--- src/rtl/key_move_ctrl_pkg.sv ---
// Shared codes for the key-to-move front end: direction codes, FSM states
// and default timing constants.
package key_move_ctrl_pkg;

    typedef enum logic [1:0] {
        DIR_UP    = 2'd0,
        DIR_DOWN  = 2'd1,
        DIR_LEFT  = 2'd2,
        DIR_RIGHT = 2'd3
    } dir_e;

    typedef enum logic [1:0] {
        KEY_ST_IDLE   = 2'd0,
        KEY_ST_FIRST  = 2'd1,
        KEY_ST_HOLD   = 2'd2,
        KEY_ST_REPEAT = 2'd3
    } key_state_e;

    localparam int KEY_DEBOUNCE_CYCLES = 50000;
    localparam int KEY_HOLD_DELAY      = 2000000;
    localparam int KEY_REPEAT_PERIOD   = 100000;
    localparam int KEY_ACCEL_AFTER     = 32;

endpackage

--- src/rtl/key_move_ctrl_if.sv ---
// Key pins in, move strobe and direction out. The design uses the slave side,
// the key board / stimulus side uses master.
interface key_move_ctrl_if;
    import key_move_ctrl_pkg::*;

    logic en_i;
    logic key_up_i;
    logic key_down_i;
    logic key_left_i;
    logic key_right_i;
    logic move_en_o;
    dir_e direct_o;

    modport master (
        output en_i, key_up_i, key_down_i, key_left_i, key_right_i,
        input  move_en_o, direct_o
    );

    modport slave (
        input  en_i, key_up_i, key_down_i, key_left_i, key_right_i,
        output move_en_o, direct_o
    );

endinterface

--- src/rtl/key_move_ctrl_debounce.sv ---
// One key: 2-flop synchroniser followed by a debounce counter that only lets
// a level through after it has been stable for DEBOUNCE_CYCLES cycles.
module key_debounce
    import key_move_ctrl_pkg::*;
#(
    parameter int DEBOUNCE_CYCLES = KEY_DEBOUNCE_CYCLES
) (
    input  logic clk,
    input  logic rst,
    input  logic raw,
    output logic deb
);

    localparam int CW = $clog2(DEBOUNCE_CYCLES);
    localparam logic [CW-1:0] CNT_LAST = CW'(DEBOUNCE_CYCLES - 1);

    logic [1:0]    sync;
    logic [CW-1:0] cnt;

    always_ff @(posedge clk or posedge rst) begin
        if (rst) begin
            sync <= '0;
            cnt  <= '0;
            deb  <= 1'b0;
        end else begin
            sync <= {sync[0], raw};
            if (sync[1] == deb) begin
                cnt <= '0;
            end else if (cnt == CNT_LAST) begin
                deb <= sync[1];
                cnt <= '0;
            end else begin
                cnt <= cnt + CW'(1);
            end
        end
    end

endmodule

--- src/rtl/key_move_ctrl.sv ---
// Four debounced keys -> fixed-priority direction -> press/hold/auto-repeat
// move strobe. Define KEY_ACCEL_EN to halve the repeat period after ACCEL_AFTER repeats.
module key_move_ctrl
    import key_move_ctrl_pkg::*;
#(
    parameter int DEBOUNCE_CYCLES = KEY_DEBOUNCE_CYCLES,
    parameter int HOLD_DELAY      = KEY_HOLD_DELAY,
    parameter int REPEAT_PERIOD   = KEY_REPEAT_PERIOD,
    parameter int ACCEL_AFTER     = KEY_ACCEL_AFTER
) (
    input  logic            clk_run,
    input  logic            rst,
    key_move_ctrl_if.slave  bus
);

    if (DEBOUNCE_CYCLES < 2 || HOLD_DELAY < 2 || REPEAT_PERIOD < 4 || ACCEL_AFTER < 1) begin : g_bad_params
        $error("key_move_ctrl: timing parameter out of range");
    end

    localparam int MAX_T = (HOLD_DELAY > REPEAT_PERIOD) ? HOLD_DELAY : REPEAT_PERIOD;
    localparam int TW    = $clog2(MAX_T);
    localparam logic [TW-1:0] HOLD_LAST = TW'(HOLD_DELAY - 1);
    localparam logic [TW-1:0] REP_LAST  = TW'(REPEAT_PERIOD - 1);

    logic [3:0]    raw;
    logic [3:0]    deb;
    logic          any_key;
    dir_e          sel_dir;
    dir_e          cur_dir;
    key_state_e    state;
    logic [TW-1:0] timer;
    logic [TW-1:0] rep_last;
    logic          move_en;
    dir_e          direct;

    assign raw = {bus.key_right_i, bus.key_left_i, bus.key_down_i, bus.key_up_i};

    for (genvar i = 0; i < 4; i++) begin : g_key
        key_debounce #(.DEBOUNCE_CYCLES(DEBOUNCE_CYCLES)) u_deb (
            .clk (clk_run),
            .rst (rst),
            .raw (raw[i]),
            .deb (deb[i])
        );
    end

    always_comb begin
        any_key = |deb;
        sel_dir = DIR_UP;
        if      (deb[0]) sel_dir = DIR_UP;
        else if (deb[1]) sel_dir = DIR_DOWN;
        else if (deb[2]) sel_dir = DIR_LEFT;
        else if (deb[3]) sel_dir = DIR_RIGHT;
    end

`ifdef KEY_ACCEL_EN
    localparam int RW = $clog2(ACCEL_AFTER + 1);
    localparam logic [RW-1:0] RCNT_SAT  = RW'(ACCEL_AFTER);
    localparam logic [TW-1:0] FAST_LAST = TW'((REPEAT_PERIOD >> 1) - 1);

    logic [RW-1:0] rep_cnt;
    logic          fast;
    logic          rep_keep;

    assign rep_keep = bus.en_i && (state == KEY_ST_REPEAT) && any_key && (sel_dir == cur_dir);
    assign rep_last = fast ? FAST_LAST : REP_LAST;
`else
    assign rep_last = REP_LAST;
`endif

    always_ff @(posedge clk_run or posedge rst) begin
        if (rst) begin
            state   <= KEY_ST_IDLE;
            timer   <= '0;
            cur_dir <= DIR_UP;
            move_en <= 1'b0;
            direct  <= DIR_UP;
`ifdef KEY_ACCEL_EN
            rep_cnt <= '0;
            fast    <= 1'b0;
`endif
        end else begin
            move_en <= 1'b0;
            if (!bus.en_i) begin
                state <= KEY_ST_IDLE;
                timer <= '0;
            end else begin
                case (state)
                    KEY_ST_IDLE: begin
                        if (any_key) state <= KEY_ST_FIRST;
                    end
                    KEY_ST_FIRST: begin
                        move_en <= 1'b1;
                        cur_dir <= sel_dir;
                        direct  <= sel_dir;
                        timer   <= '0;
                        state   <= KEY_ST_HOLD;
                    end
                    KEY_ST_HOLD: begin
                        if (!any_key) begin
                            state <= KEY_ST_IDLE;
                            timer <= '0;
                        end else if (sel_dir != cur_dir) begin
                            state <= KEY_ST_FIRST;
                        end else if (timer == HOLD_LAST) begin
                            // Prime the period timer so the first repeat fires on
                            // the next cycle: press-to-repeat gap is HOLD_DELAY+1.
                            state <= KEY_ST_REPEAT;
                            timer <= REP_LAST;
                        end else begin
                            timer <= timer + TW'(1);
                        end
                    end
                    KEY_ST_REPEAT: begin
                        if (!any_key) begin
                            state <= KEY_ST_IDLE;
                            timer <= '0;
                        end else if (sel_dir != cur_dir) begin
                            state <= KEY_ST_FIRST;
                        end else if (timer == rep_last) begin
                            move_en <= 1'b1;
                            timer   <= '0;
                        end else begin
                            timer <= timer + TW'(1);
                        end
                    end
                    default: state <= KEY_ST_IDLE;
                endcase
            end
`ifdef KEY_ACCEL_EN
            // The short period applies from the gap after the pulse that
            // finds the count already saturated.
            if (!rep_keep) begin
                rep_cnt <= '0;
                fast    <= 1'b0;
            end else if (timer == rep_last) begin
                if (rep_cnt == RCNT_SAT) fast <= 1'b1;
                else                     rep_cnt <= rep_cnt + RW'(1);
            end
`endif
        end
    end

    assign bus.move_en_o = move_en;
    assign bus.direct_o  = direct;

endmodule

--- src/flat_wrapper.sv ---
// flat-port wrapper written by rule: the top's interface ports become plain ports
module key_move_ctrl_flat import key_move_ctrl_pkg::*;
#(
    parameter int DEBOUNCE_CYCLES = KEY_DEBOUNCE_CYCLES,
    parameter int HOLD_DELAY      = KEY_HOLD_DELAY,
    parameter int REPEAT_PERIOD   = KEY_REPEAT_PERIOD,
    parameter int ACCEL_AFTER     = KEY_ACCEL_AFTER
)
  (clk_run, rst, bus_en_i, bus_key_up_i, bus_key_down_i, bus_key_left_i, bus_key_right_i, bus_move_en_o, bus_direct_o);
  key_move_ctrl_if bus_i ();
  input  logic clk_run;
  input  logic rst;
  input wire logic [$bits(bus_i.en_i)-1:0] bus_en_i;
  input wire logic [$bits(bus_i.key_up_i)-1:0] bus_key_up_i;
  input wire logic [$bits(bus_i.key_down_i)-1:0] bus_key_down_i;
  input wire logic [$bits(bus_i.key_left_i)-1:0] bus_key_left_i;
  input wire logic [$bits(bus_i.key_right_i)-1:0] bus_key_right_i;
  output wire logic [$bits(bus_i.move_en_o)-1:0] bus_move_en_o;
  output wire logic [$bits(bus_i.direct_o)-1:0] bus_direct_o;
  assign bus_i.en_i = bus_en_i;
  assign bus_i.key_up_i = bus_key_up_i;
  assign bus_i.key_down_i = bus_key_down_i;
  assign bus_i.key_left_i = bus_key_left_i;
  assign bus_i.key_right_i = bus_key_right_i;
  assign bus_move_en_o = bus_i.move_en_o;
  assign bus_direct_o = bus_i.direct_o;
  key_move_ctrl #(.DEBOUNCE_CYCLES(DEBOUNCE_CYCLES), .HOLD_DELAY(HOLD_DELAY), .REPEAT_PERIOD(REPEAT_PERIOD), .ACCEL_AFTER(ACCEL_AFTER)) u_core (.clk_run(clk_run), .rst(rst), .bus(bus_i));
endmodule
--- config.mk ---
export PLATFORM = sky130hd
export DESIGN_NAME = key_move_ctrl_flat
export DESIGN_NICKNAME = d
export VERILOG_FILES = /design/src/rtl/key_move_ctrl_pkg.sv /design/src/rtl/key_move_ctrl_if.sv /design/src/rtl/key_move_ctrl_debounce.sv /design/src/rtl/key_move_ctrl.sv /design/src/flat_wrapper.sv
export SDC_FILE = /design/constraint.sdc
export NUM_CORES = 1
export LEC_CHECK = 0
export ABC_CLOCK_PERIOD_IN_PS = 5000
export CAP_MARGIN = 20
export CORE_MARGIN = 10
export CORE_UTILIZATION = 65
export CTS_CLUSTER_SIZE = 8
export DETAILED_ROUTE_END_ITERATION = 8
export PLACE_DENSITY = 0.83
export SLEW_MARGIN = 20
export SYNTH_ARGS = -nofsm -noshare
export SYNTH_HDL_FRONTEND = slang
export SYNTH_SLANG_ARGS = --single-unit
export TNS_END_PERCENT = 30
--- constraint.sdc ---
create_clock -name clk_run -period 5 [get_ports clk_run]
set_input_delay 0.5 -clock clk_run [delete_from_list [all_inputs] [get_ports clk_run]]
set_output_delay 0.5 -clock clk_run [all_outputs]
set_load 0.1 [all_outputs]
-- Yosys cells after proc, flatten, opt, wreduce, memory -nomap -nowiden
Cells that the tools add are included.
- bitwise logic cells: 4
- add/subtract/negate cells: 5
- reductions and logical operators: 9
- muxes and demuxes: 33
- equal/unequal tests: 20
- operator list (kind ; count):
    $mux W21 ; 7
    $mux W16 ; 8
    $add A16 B1 Y16 const B ; 4
    $eq A16 B16 Y1 const B ; 4
    $pmux W21 S3 ; 1
    $mux W2 ; 11
    $add A21 B1 Y21 const B ; 1
    $eq A21 B17 Y1 const B ; 1
    $eq A21 B21 Y1 const B ; 1
    $ne A4 B4 Y1 const B ; 3
    $reduce_and A2 Y1 ; 5
    $pmux W2 S4 ; 1
    $reduce_and A3 Y1 ; 2
    $ne A5 B5 Y1 const B ; 1
    $eq A1 B1 Y1 ; 4
    $eq A2 B2 Y1 const B ; 2
    $mux W1 ; 4
    $ne A4 B1 Y1 const B ; 1
    $not A1 Y1 ; 4
    $reduce_or A4 Y1 ; 1
    $ne A3 B2 Y1 const B ; 1
    $eq A2 B1 Y1 const B ; 1
    $logic_not A2 Y1 ; 1
    $ne A2 B2 Y1 ; 1
    $pmux W1 S2 ; 1
- register bits after elaboration: 102
- output and inout bits: 3
- bits of input ports: 7

-- Logic depth before layout (Yosys ltp)
Gate-level depths: netlist (run 1).
- depth after elaboration: 9
- gate-level depth with buffers: 8
- gate-level depth less buffers: 6

-- Modules after synthesis
Synthesis (run 1) repeated with hierarchy kept, for this count alone.
- cell total of the unflattened synthesis: 562
- area, all modules: 5734.2 um^2
- modules (own cells, without submodules) (module ; times used ; cells an instance ; area each (um^2)):
    key_debounce ; 4 ; 87 ; 982.2
    key_move_ctrl ; 1 ; 214 ; 1805.5

-- Worst setup path before layout (run 1)
No wires, ideal clock.
- kind: flip-flop to flip-flop
- start point: reg u_core.cur_dir[0]
- end point: reg u_core.timer[12]
- setup time: 0.110 ns
- period minus slack after synthesis: 2.557 ns
- arrival: 2.447 ns
- stages on the path, launching flop included: 9
- path slack: 2.443 ns
- path buffers: 3
- path through: dfrtp_1 -> clkbuf_1 -> nor4_1 -> a211oi_1 -> a32o_1 -> buf_2 -> buf_2 -> a22oi_1 -> o41ai_1
- word-level cells in the longest chain between the ends: 3
- ends and longest elaborated chain (element ; RTL line ; text):
    start: declaration ; key_move_ctrl.sv:29 ; dir_e cur_dir;
    start signal: assignment ; key_move_ctrl.sv:94 ; cur_dir <= sel_dir;
    $ne A2 B2 Y1 * ; key_move_ctrl.sv:103, key_move_ctrl.sv:118 ;
    $ne A4 B4 Y1 (no source line) ; -- ;
    $reduce_and A3 Y1 (no source line) * ; -- ;
    end signal: assignment ; key_move_ctrl.sv:111 ; timer <= timer + TW'(1);
    end signal: assignment ; key_move_ctrl.sv:124 ; timer <= timer + TW'(1);
    end: declaration ; key_move_ctrl.sv:31 ; logic [TW-1:0] timer;
Every way passes the cells marked *; elsewhere a longest branch is shown, timed or not.
A chain may end at the register's enable or synchronous reset.

-- Worst setup path after layout (run 1)
- start point: reg u_core.timer[0]
- end point: reg u_core.timer[11]
- word-level cells in the longest chain between the ends: 6
- ends and longest elaborated chain (element ; RTL line ; text):
    $add A21 B1 Y21 (tied with other cells) ; key_move_ctrl.sv:111, key_move_ctrl.sv:124 ;
    $mux W21 (on tied branches) ; key_move_ctrl.sv:120, key_move_ctrl.sv:105 ;
    $mux W21 (on tied branches) ; key_move_ctrl.sv:118, key_move_ctrl.sv:103 ;
    $mux W21 (on tied branches) ; key_move_ctrl.sv:115, key_move_ctrl.sv:100 ;
    $pmux W21 S3 * ; key_move_ctrl.sv:88 ; case (state)
    $mux W21 * ; key_move_ctrl.sv:84 ; if (!bus.en_i) begin
Every way passes the cells marked *; elsewhere a longest branch is shown, timed or not. The select of a mux whose other input is x is not followed.

==> flow_summary.toml, run 1 <==
[sta]
setup_slack_ps = 2447
finalClockSkew_ps = 11.57
finalHoldViolCount = 0
slew_viol_final = 0
max_slew_margin = 0.3239
min_period_ps = 2553
tns_ps = 0
post-route-period-util = 0.5106
timing.hold.ws_ps = 356.7
rsz0062_at_grt = "no"
max_freq_mhz = 391.7
worstMarginPinSlew_ps = 1011
setup_violations = 0

[synth]
synthFlopType = "dfrtp_1"
synth-xor-area-share = 0.1026
synth_top_area_share = 0.4900
ys_top_cells_by_area = "dfrtp_1 (49%), nor2_1 (6.1%), xnor2_1 (5.2%)"
yosys_warnings = 0
synthAdderAreaFrac = 0.01201
syn_nets = 550
synth_top_family_by_area = "simple AND/OR/NAND/NOR gates"
syn_avg_cell_area_sq_um = 9.682
yosys_register_bits = 102
yosysSeqAreaShare = 0.4900
synthCells = 538
yosys.area.top_type = "dfrtp_1"
synth_mux_area_frac = 0.008648
async_reset_ff_frac = 1.000
ys_types = 62
synth_area_sq_um = 5209
synthSimpleGateAreaFrac = 0.2525
synth-compound-area-share = 0.09777
synth_edf_count = 0

[hold_path]
min_from = "u_core.g_key[2].u_deb.sync[0]"
hold_depth = 0
whs_endpoint = "u_core.g_key[2].u_deb.sync[1]"
hp-class = "reg2reg"

[worst_setup_path]
r2r_start = "u_core.timer[0]"
cp-end-kind = "register"
critPathKind = "reg2reg"
critical_path_required_ps = 5240
path_max_fanout = 22
rr_worst_depth = 6
rr_endpoint = "u_core.timer[11]"
r2r_setup_slack_ps = 2450
start_kind = "register"
arrival_ps = 2800

[pwr]
p_leak_nw = 2.236
peakVddDrop_v = 0.0001596
power_density_nw_per_um2 = 256.5

[routing]
wl_per_cell_um = 15.16
wl_met3_um = 356
topRoutingLayerUsed = "met4"
drt_iter0_markers = 201
route.met2.wl_um = 4776
vias_per_cell = 6.006
drt_first_pass_iters = 6
drc = 0
wl_um = 9750
wl_met1_um = 4520
vias = 3862
antenna_left = 0

[clock_tree]
clkTransAtPathRegs_ps = 90
post_cts_buffers = 0
cts_tree = "done"
clkLatencyLatePin_ps = 360
cts-resized-gates = 0
cts_sinks = 102
clock-root-buffer = "clkbuf_8"
clk_path_buf_depth = 2
numCtsBuffers = 9
htree_levels = 3
postCtsHoldBufs = 0

[run]
maxCapViolCount = 0

[grt]
grt_pass1_wl_um = 17400
grtUsageTotal = 0.1747
grt_pass1_vias = 3915
antenna_found_initial = 0
grt_max_degree = 67
overflow = 0

[cells_and_area]
final_cells = 643
num-fill-cells = 567
num-nets-final = 550
layout_commonest_cell = "dfrtp_1"
final_cell_mix = "dfrtp_1 (102), nor2_1 (85), nand2_1 (43)"
syn_to_final_growth_pct = 5.837
n_antenna_cell = 0
final_layout_size_suffix_gt1_frac = 0.06285

[placement]
place_congestion = 0.8497
place_inst = 629
place_ws_ps = 2163
port_buffers = 9
hpwl_um = 6705

[floorplanning]
placeableCoreArea_sq_um = 7767
die_area_sq_um = 11990
row_count = 32
io_pins = 10
die_height_um = 109.5
die_x_um = 109.5
initial_core_util = 0.6706

[status]
outcome = "finished clean"
-- stage by stage --
step	utilization	power, mW	cell area (sq um)
after CTS	0.7097	1.431	5513
after detailed placement	0.6846	0.9116	5318
after floorplan	-	0.8953	5209
after global placement	0.6846	0.9095	5318
after global routing	0.7097	1.473	5513
final	0.7097	1.414	5513
-- routing by layer --
layer,global-route usage,vias to the layer above
li1,-,1887
met1,0.2213,1893
met2,0.2939,72
met3,0.03277,10
met4,0.06041,0
met5,0,-
-- worst max-delay path, cell delays in order (launching register included) --
cell and delay, ps:
dfrtp_1 420, ha_1 280, and4_2 300, nand4_1 130
o21a_1 580, nand3_2 350, o41ai_1 380
-- registers in the layout (all words and copies together) (netlist names) --
name / flops
u_core.bus.move_en_o: 1
u_core.timer: 21
u_core.g_key.u_deb.cnt: 64
u_core.g_key.u_deb.deb: 4
u_core.g_key.u_deb.sync: 8
u_core.state: 2
u_core.cur_dir: 2
-- cell families (layout without fill, tap and decap cells) --
kind of cell | Yosys count | count (layout)
mux | 4 | 4
fa+ha+maj | 5 | 5
flops | 102 | 102
simple gates | 256 | 256
buf+inv | 40 | 43
xor+xnor | 61 | 61
compound gates | 70 | 70
-- cell usage after synthesis (2+ instances only) --
cell type and number:
ha_1 5, nor3_1 14, buf_2 6, and4_1 3, nor2b_1 4, o22ai_1 3
inv_1 19, and2_1 2, o21a_1 5, a32oi_1 2, nor4b_1 4, xnor2_1 31
xor2_1 30, a31oi_1 3, o21ai_1 4, or2_2 2, nor4_1 5, nor4bb_1 4
a21oi_1 7, clkbuf_1 10, mux2_2 4, o31ai_1 7, nand4_1 20, a22oi_1 11
o311a_1 2, o21ai_0 11, nand2_1 43, o41ai_1 5, nor2_1 85, clkbuf_2 2
dfrtp_1 102, and3_1 13, or3_1 4, nand3_1 36, clkbuf_8 3
-- layout make-up --
class	instances	area, sq um	area share
clock buffer	11	151.4	0.02746
clock inverter	3	43.79	0.007944
inverter	19	73.82	0.01339
multi-input combinational	396	2466	0.4473
sequential	102	2552	0.4630
tap	102	127.6	0.02315
timing repair buffer	10	97.59	0.01770
-- how the worst max path moves through the flow --
stage / slack (ps) / start / endpoint
6_report: 2450 / u_core.timer[0] / u_core.timer[11]
2_1_floorplan: 1820 / rst / u_core.bus.move_en_o
3_5_place_dp: 2160 / bus_en_i / u_core.timer[11]
5_1_grt: 2210 / u_core.timer[0] / u_core.timer[12]
4_1_cts: 2420 / u_core.cur_dir[1] / bus_direct_o[1]
3_3_place_gp: 2190 / bus_en_i / u_core.timer[11]
-- report_power, final --
group | internal [mW] | switching [mW] | total [mW]
clock network | 0.255 | 0.265 | 0.520
logic | 0.0150 | 0.0351 | 0.0501
registers | 0.835 | 0.00841 | 0.844
total | 1.10 | 0.309 | 1.41
(Power assumes the default switching activity.)
==> inputs of run 2 (changes only) <==
- ABC_CLOCK_PERIOD_IN_PS: 5000 -> 2200
- CORE_UTILIZATION: 65 -> 56
- PLACE_DENSITY: 0.83 -> 0.76
- clock period: 5 -> 2.2 ns (I/O delays scaled with it)
==> flow_summary.toml, run 2 (synthesized netlist as in run 1, its figures left out) <==
[routing]
drt_first_pass_iters = 4
drc = 0
wl_per_cell_um = 15.15
vias_per_cell = 5.850
wl_met1_um = 4798
vias = 3949
topRoutingLayerUsed = "met4"
wl_um = 10220
route.met2.wl_um = 4905
wl_met3_um = 355
drt_iter0_markers = 298
antenna_left = 0

[clock_tree]
numCtsBuffers = 9
htree_levels = 3
clkLatencyLatePin_ps = 370
clk_path_buf_depth = 2
cts_tree = "done"
clkTransAtPathRegs_ps = 100
clock-root-buffer = "clkbuf_8"
cts_sinks = 102

[floorplanning]
row_count = 35
initial_core_util = 0.5691
placeableCoreArea_sq_um = 9153
die_area_sq_um = 13560
die_height_um = 116.4
io_pins = 10
die_x_um = 116.4

[grt]
grt_pass1_wl_um = 17570
grt_max_degree = 103
overflow = 0
antenna_found_initial = 0
grt_pass1_vias = 3816
grtUsageTotal = 0.1577

[sta]
slew_viol_final = 0
finalClockSkew_ps = 7.790
max_slew_margin = 0.6002
tns_ps = 0
setup_violations = 0
rsz0062_at_grt = "no"
finalHoldViolCount = 0
max_freq_mhz = 472.5
post-route-period-util = 0.9619
min_period_ps = 2116
worstMarginPinSlew_ps = 594.3

[placement]
place_area_sq_um = 5470
place_congestion = 0.8828
place_inst = 656
port_buffers = 9
hpwl_um = 6949

[cells_and_area]
final_layout_size_suffix_gt1_frac = 0.1082
design_area_sq_um = 5734
syn_to_final_growth_pct = 10.09
multi_input_area_sq_um = 2495
layout_commonest_cell = "dfrtp_1"
n_antenna_cell = 0
num-fill-cells = 750
largestRegisters = "u_core.g_key.u_deb.cnt x64, u_core.timer x21, u_core.g_key.u_deb.sync x8"
num-nets-final = 571
top_register = "u_core.g_key.u_deb.cnt"
final_cells = 675
ff_latch_area_sq_um = 2552
fin_util = 0.6265
largest_register_ffs = 64
final_cell_mix = "dfrtp_1 (102), nor2_1 (85), nand2_1 (43)"

[pwr]
power_density_nw_per_um2 = 576.2
peakVddDrop_v = 0.0004756
p_leak_nw = 2.362

[run]
maxCapViolCount = 0

[worst_setup_path]
arrival_ps = 2370
cp-startpoint = "u_core.timer[12]"
path_max_fanout = 3
start_kind = "register"
critical_path_required_ps = 2460
r2r_start = "u_core.timer[12]"
critPathKind = "reg2reg"
cp-end-kind = "register"

[hold_path]
min_from = "bus_key_down_i"
hp-class = "in2reg"

[status]
outcome = "finished clean"
[run 2: changes by cell type in the layout (fill, tap and decap cells not counted), moves of 2 or more]
cell | previous run | this run
clkdlybuf4s50_1 | 9 | 6
buf_4 | 1 | 23
clkinv_4 | 0 | 2
clkinvlp_4 | 0 | 2
inv_8 | 0 | 2
[run 2: cell type report]
| cell class | count | area share |
|---|---|---|
| clock buffers | 10 | 0.02400 |
| clock inverters | 6 | 0.01353 |
| inverters | 19 | 0.01309 |
| multi-input cells | 396 | 0.4351 |
| flip-flops and latches | 102 | 0.4451 |
| well taps | 111 | 0.02422 |
| repair buffers | 31 | 0.04495 |
[run 2: timing repair]
| action | CTS | global route |
|---|---|---|
| gates cloned | 0 | 1 |
| endpoints found under the setup margin | 2 | 17 |
| hold buffers | 0 | 0 |
| setup buffers | 0 | 2 |
| pin swaps | 0 | 5 |
| resized for setup | 0 | 6 |
[run 2: metal layers]
metal / vias up / GRT usage
li1: 1929 / -
met3: 16 / 0.03287
met1: 1937 / 0.2099
met2: 67 / 0.2500
met4: 0 / 0.05421
met5: - / 0
[run 2: worst paths after layout]
check	to	slack, ps	cells past startpoint
max	u_core.timer[17]	80	5
min	u_core.g_key[1].u_deb.sync[0]	270	1
max reg2reg	u_core.timer[17]	80	5
min reg2reg	u_core.g_key[2].u_deb.sync[1]	360	0
max in group asynchronous	u_core.g_key[2].u_deb.cnt[13]	1450	3
min in group asynchronous	u_core.g_key[2].u_deb.sync[0]	330	3
[run 2: report_power, final]
group | switching [mW] | internal [mW] | leakage, nW
combinational | 0.0819 | 0.0400 | 0.859
sequential | 0.0196 | 1.90 | 1.40
clock | 0.687 | 0.577 | 0.107
total | 0.789 | 2.52 | 2.36
[run 2: through the flow]
| step | total power, mW | hold slack, ps | setup slack (ps) |
|---|---|---|---|
| global route | 3.430 | 261.2 | 12.11 |
| detailed placement | 2.081 | 337.8 | 11.29 |
| global placement | 2.076 | 337.3 | 96.20 |
| CTS | 3.341 | 252.7 | -7.108 |
| finish | 3.304 | 272.8 | 83.74 |
| floorplan | 2.035 | 251.4 | -357.3 |
[run 2: critical path: stages (launching register included)]
cell     delay [ps]
dfrtp_1         400
or4b_4          550
or4_1           520
o22a_2          260
a22oi_1         180
o31ai_1         100
==> inputs of run 3 (changes only) <==
- CORE_UTILIZATION: 56 -> 38
- PLACE_DENSITY: 0.76 -> unset
==> flow_summary.toml, run 3 (synthesized netlist as in run 1, its figures left out) <==
[sta]
worstMarginPinSlew_ps = 637.4
finalHoldViolCount = 0
slew_viol_final = 0
rsz0062_at_grt = "yes"
max_slew_margin = 0.5712
min_period_ps = 2111
finalClockSkew_ps = 5.669
timing.hold.ws_ps = 291.6
setup_violations = 0
post-route-period-util = 0.9594
setup_slack_ps = 89.23
max_freq_mhz = 473.8

[placement]
place_ws_ps = 29.00
port_buffers = 9
hpwl_um = 7147
place_congestion = 0.8359
place_area_sq_um = 5587

[routing]
vias_per_cell = 5.340
drt_iter0_markers = 201
drt_first_pass_iters = 4
vias = 3946
wl_per_cell_um = 13.80
antenna_left = 0
wl_um = 10200
drc = 0

[clock_tree]
cts-resized-gates = 0
clkLatencyLatePin_ps = 340
cts_tree = "done"
post_cts_buffers = 0
numCtsBuffers = 9
htree_levels = 3
clock-root-buffer = "clkbuf_16"
clkTransAtPathRegs_ps = 70
clk_path_buf_depth = 2
postCtsHoldBufs = 0
cts_sinks = 102

[worst_setup_path]
r2r_start = "u_core.timer[0]"
arrival_ps = 2340
start_kind = "register"
cp-end-kind = "register"
path_max_fanout = 5
critPathKind = "reg2reg"
cp-startpoint = "u_core.timer[0]"
cp_slowest_cell = "or4_4"
critical_path_required_ps = 2430
path_cells = "ha_1 -> nand4_2 -> or4_4 -> or2_1 -> a32oi_1 -> o31ai_1"
critical-path-top-delay-family = "simple AND/OR/NAND/NOR gates"
max_stage_delay_ps = 600
cp_num_buf_inv = 0

[cells_and_area]
syn_to_final_growth_pct = 13.96
largestRegisters = "u_core.g_key.u_deb.cnt x64, u_core.timer x21, u_core.g_key.u_deb.sync x8"
top_register = "u_core.g_key.u_deb.cnt"
num-nets-final = 571
final_layout_size_suffix_gt1_frac = 0.1048
n_antenna_cell = 0
fin_util = 0.4447
design_area_sq_um = 5936
largest_register_ffs = 64
layout_commonest_cell = "dfrtp_1"
final_cell_mix = "dfrtp_1 (102), nor2_1 (85), nand2_1 (43)"

[floorplanning]
die_area_sq_um = 18790
io_pins = 10
initial_core_util = 0.3902
row_count = 42
die_height_um = 137.1
die_x_um = 137.1
placeableCoreArea_sq_um = 13350

[pwr]
switching_power_uw = 799.2
p_sw_frac = 0.2073
peakVddDrop_v = 0.0003500
p_comb_frac = 0.034
internal_power_mw = 3.057
clockPowerShare = 0.469
pwr-share-seq = 0.498
power_density_nw_per_um2 = 649.6
p_leak_nw = 2.420

[status]
outcome = "finished clean"

[grt]
overflow = 0
grt_pass1_wl_um = 18020
grt_pass1_vias = 3822
grt_max_degree = 41
antenna_found_initial = 0
grtUsageTotal = 0.1162

[run]
maxCapViolCount = 0

[hold_path]
hp-class = "in2async"
-- run 3: cell types whose count changed in the layout (fill, tap and decap cells not counted), sizes merged --
| cell | change |
|---|---|
| inv | -1 |
| bufinv | +2 |
| clkinv | -1 |
| clkinvlp | -1 |
-- run 3: cell type report --
class / count / area [sq um]
Multi-Input combinational cell: 396 / 2475
Sequential cell: 102 / 2552
Clock inverter: 5 / 107.6
Timing Repair Buffer: 31 / 276.5
Clock buffer: 10 / 229.0
Tap cell: 176 / 220.2
Fill cell: 1308 / 7412
Inverter: 19 / 75.07
-- run 3: path summary, 6_finish.rpt --
check / depth (start not counted) / slack (ps) / to
max: 6 / 90 / u_core.timer[18]
min: 2 / 290 / u_core.g_key[1].u_deb.cnt[7]
max reg2reg: 6 / 90 / u_core.timer[18]
min reg2reg: 0 / 360 / u_core.g_key[0].u_deb.sync[1]
max in group asynchronous: 3 / 1320 / u_core.timer[9]
min in group clk_run: 1 / 310 / u_core.g_key[0].u_deb.sync[0]
-- run 3: power groups by stage --
stage               Combinational, mW  Sequential, mW  Clock [mW]
detailed placement              0.133            1.96           0
floorplan                      0.0848            1.95           0
global route                    0.150            1.92        1.94
finish                          0.129            1.92        1.81
CTS                             0.134            1.92        1.86
global placement                0.129            1.95           0
-- run 3: metrics by stage --
step / setup TNS (ps) / total power, mW / instances
2_1_floorplan: -4833 / 2.035 / 538
3_3_place_gp: 0 / 2.083 / 724
3_5_place_dp: 0 / 2.089 / 724
4_1_cts: 0 / 3.918 / 739
5_1_grt: -16.14 / 4.014 / 739
6_report: 0 / 3.856 / 739
-- run 3: worst reg2reg max path: stages (launching register included) --
cell and delay (ps):
dfrtp_1 400, ha_1 200, nand4_2 140, or4_4 600, or2_1 340, a32oi_1 240
o31ai_1 90
-- run 3: layer usage --
metal	track usage	wire length [um]	up-vias
met2	0.1877	4760	61
met4	0.03630	161	0
met1	0.1506	4846	1936
li1	-	-	1938
met5	0	0	-
met3	0.02713	432	11
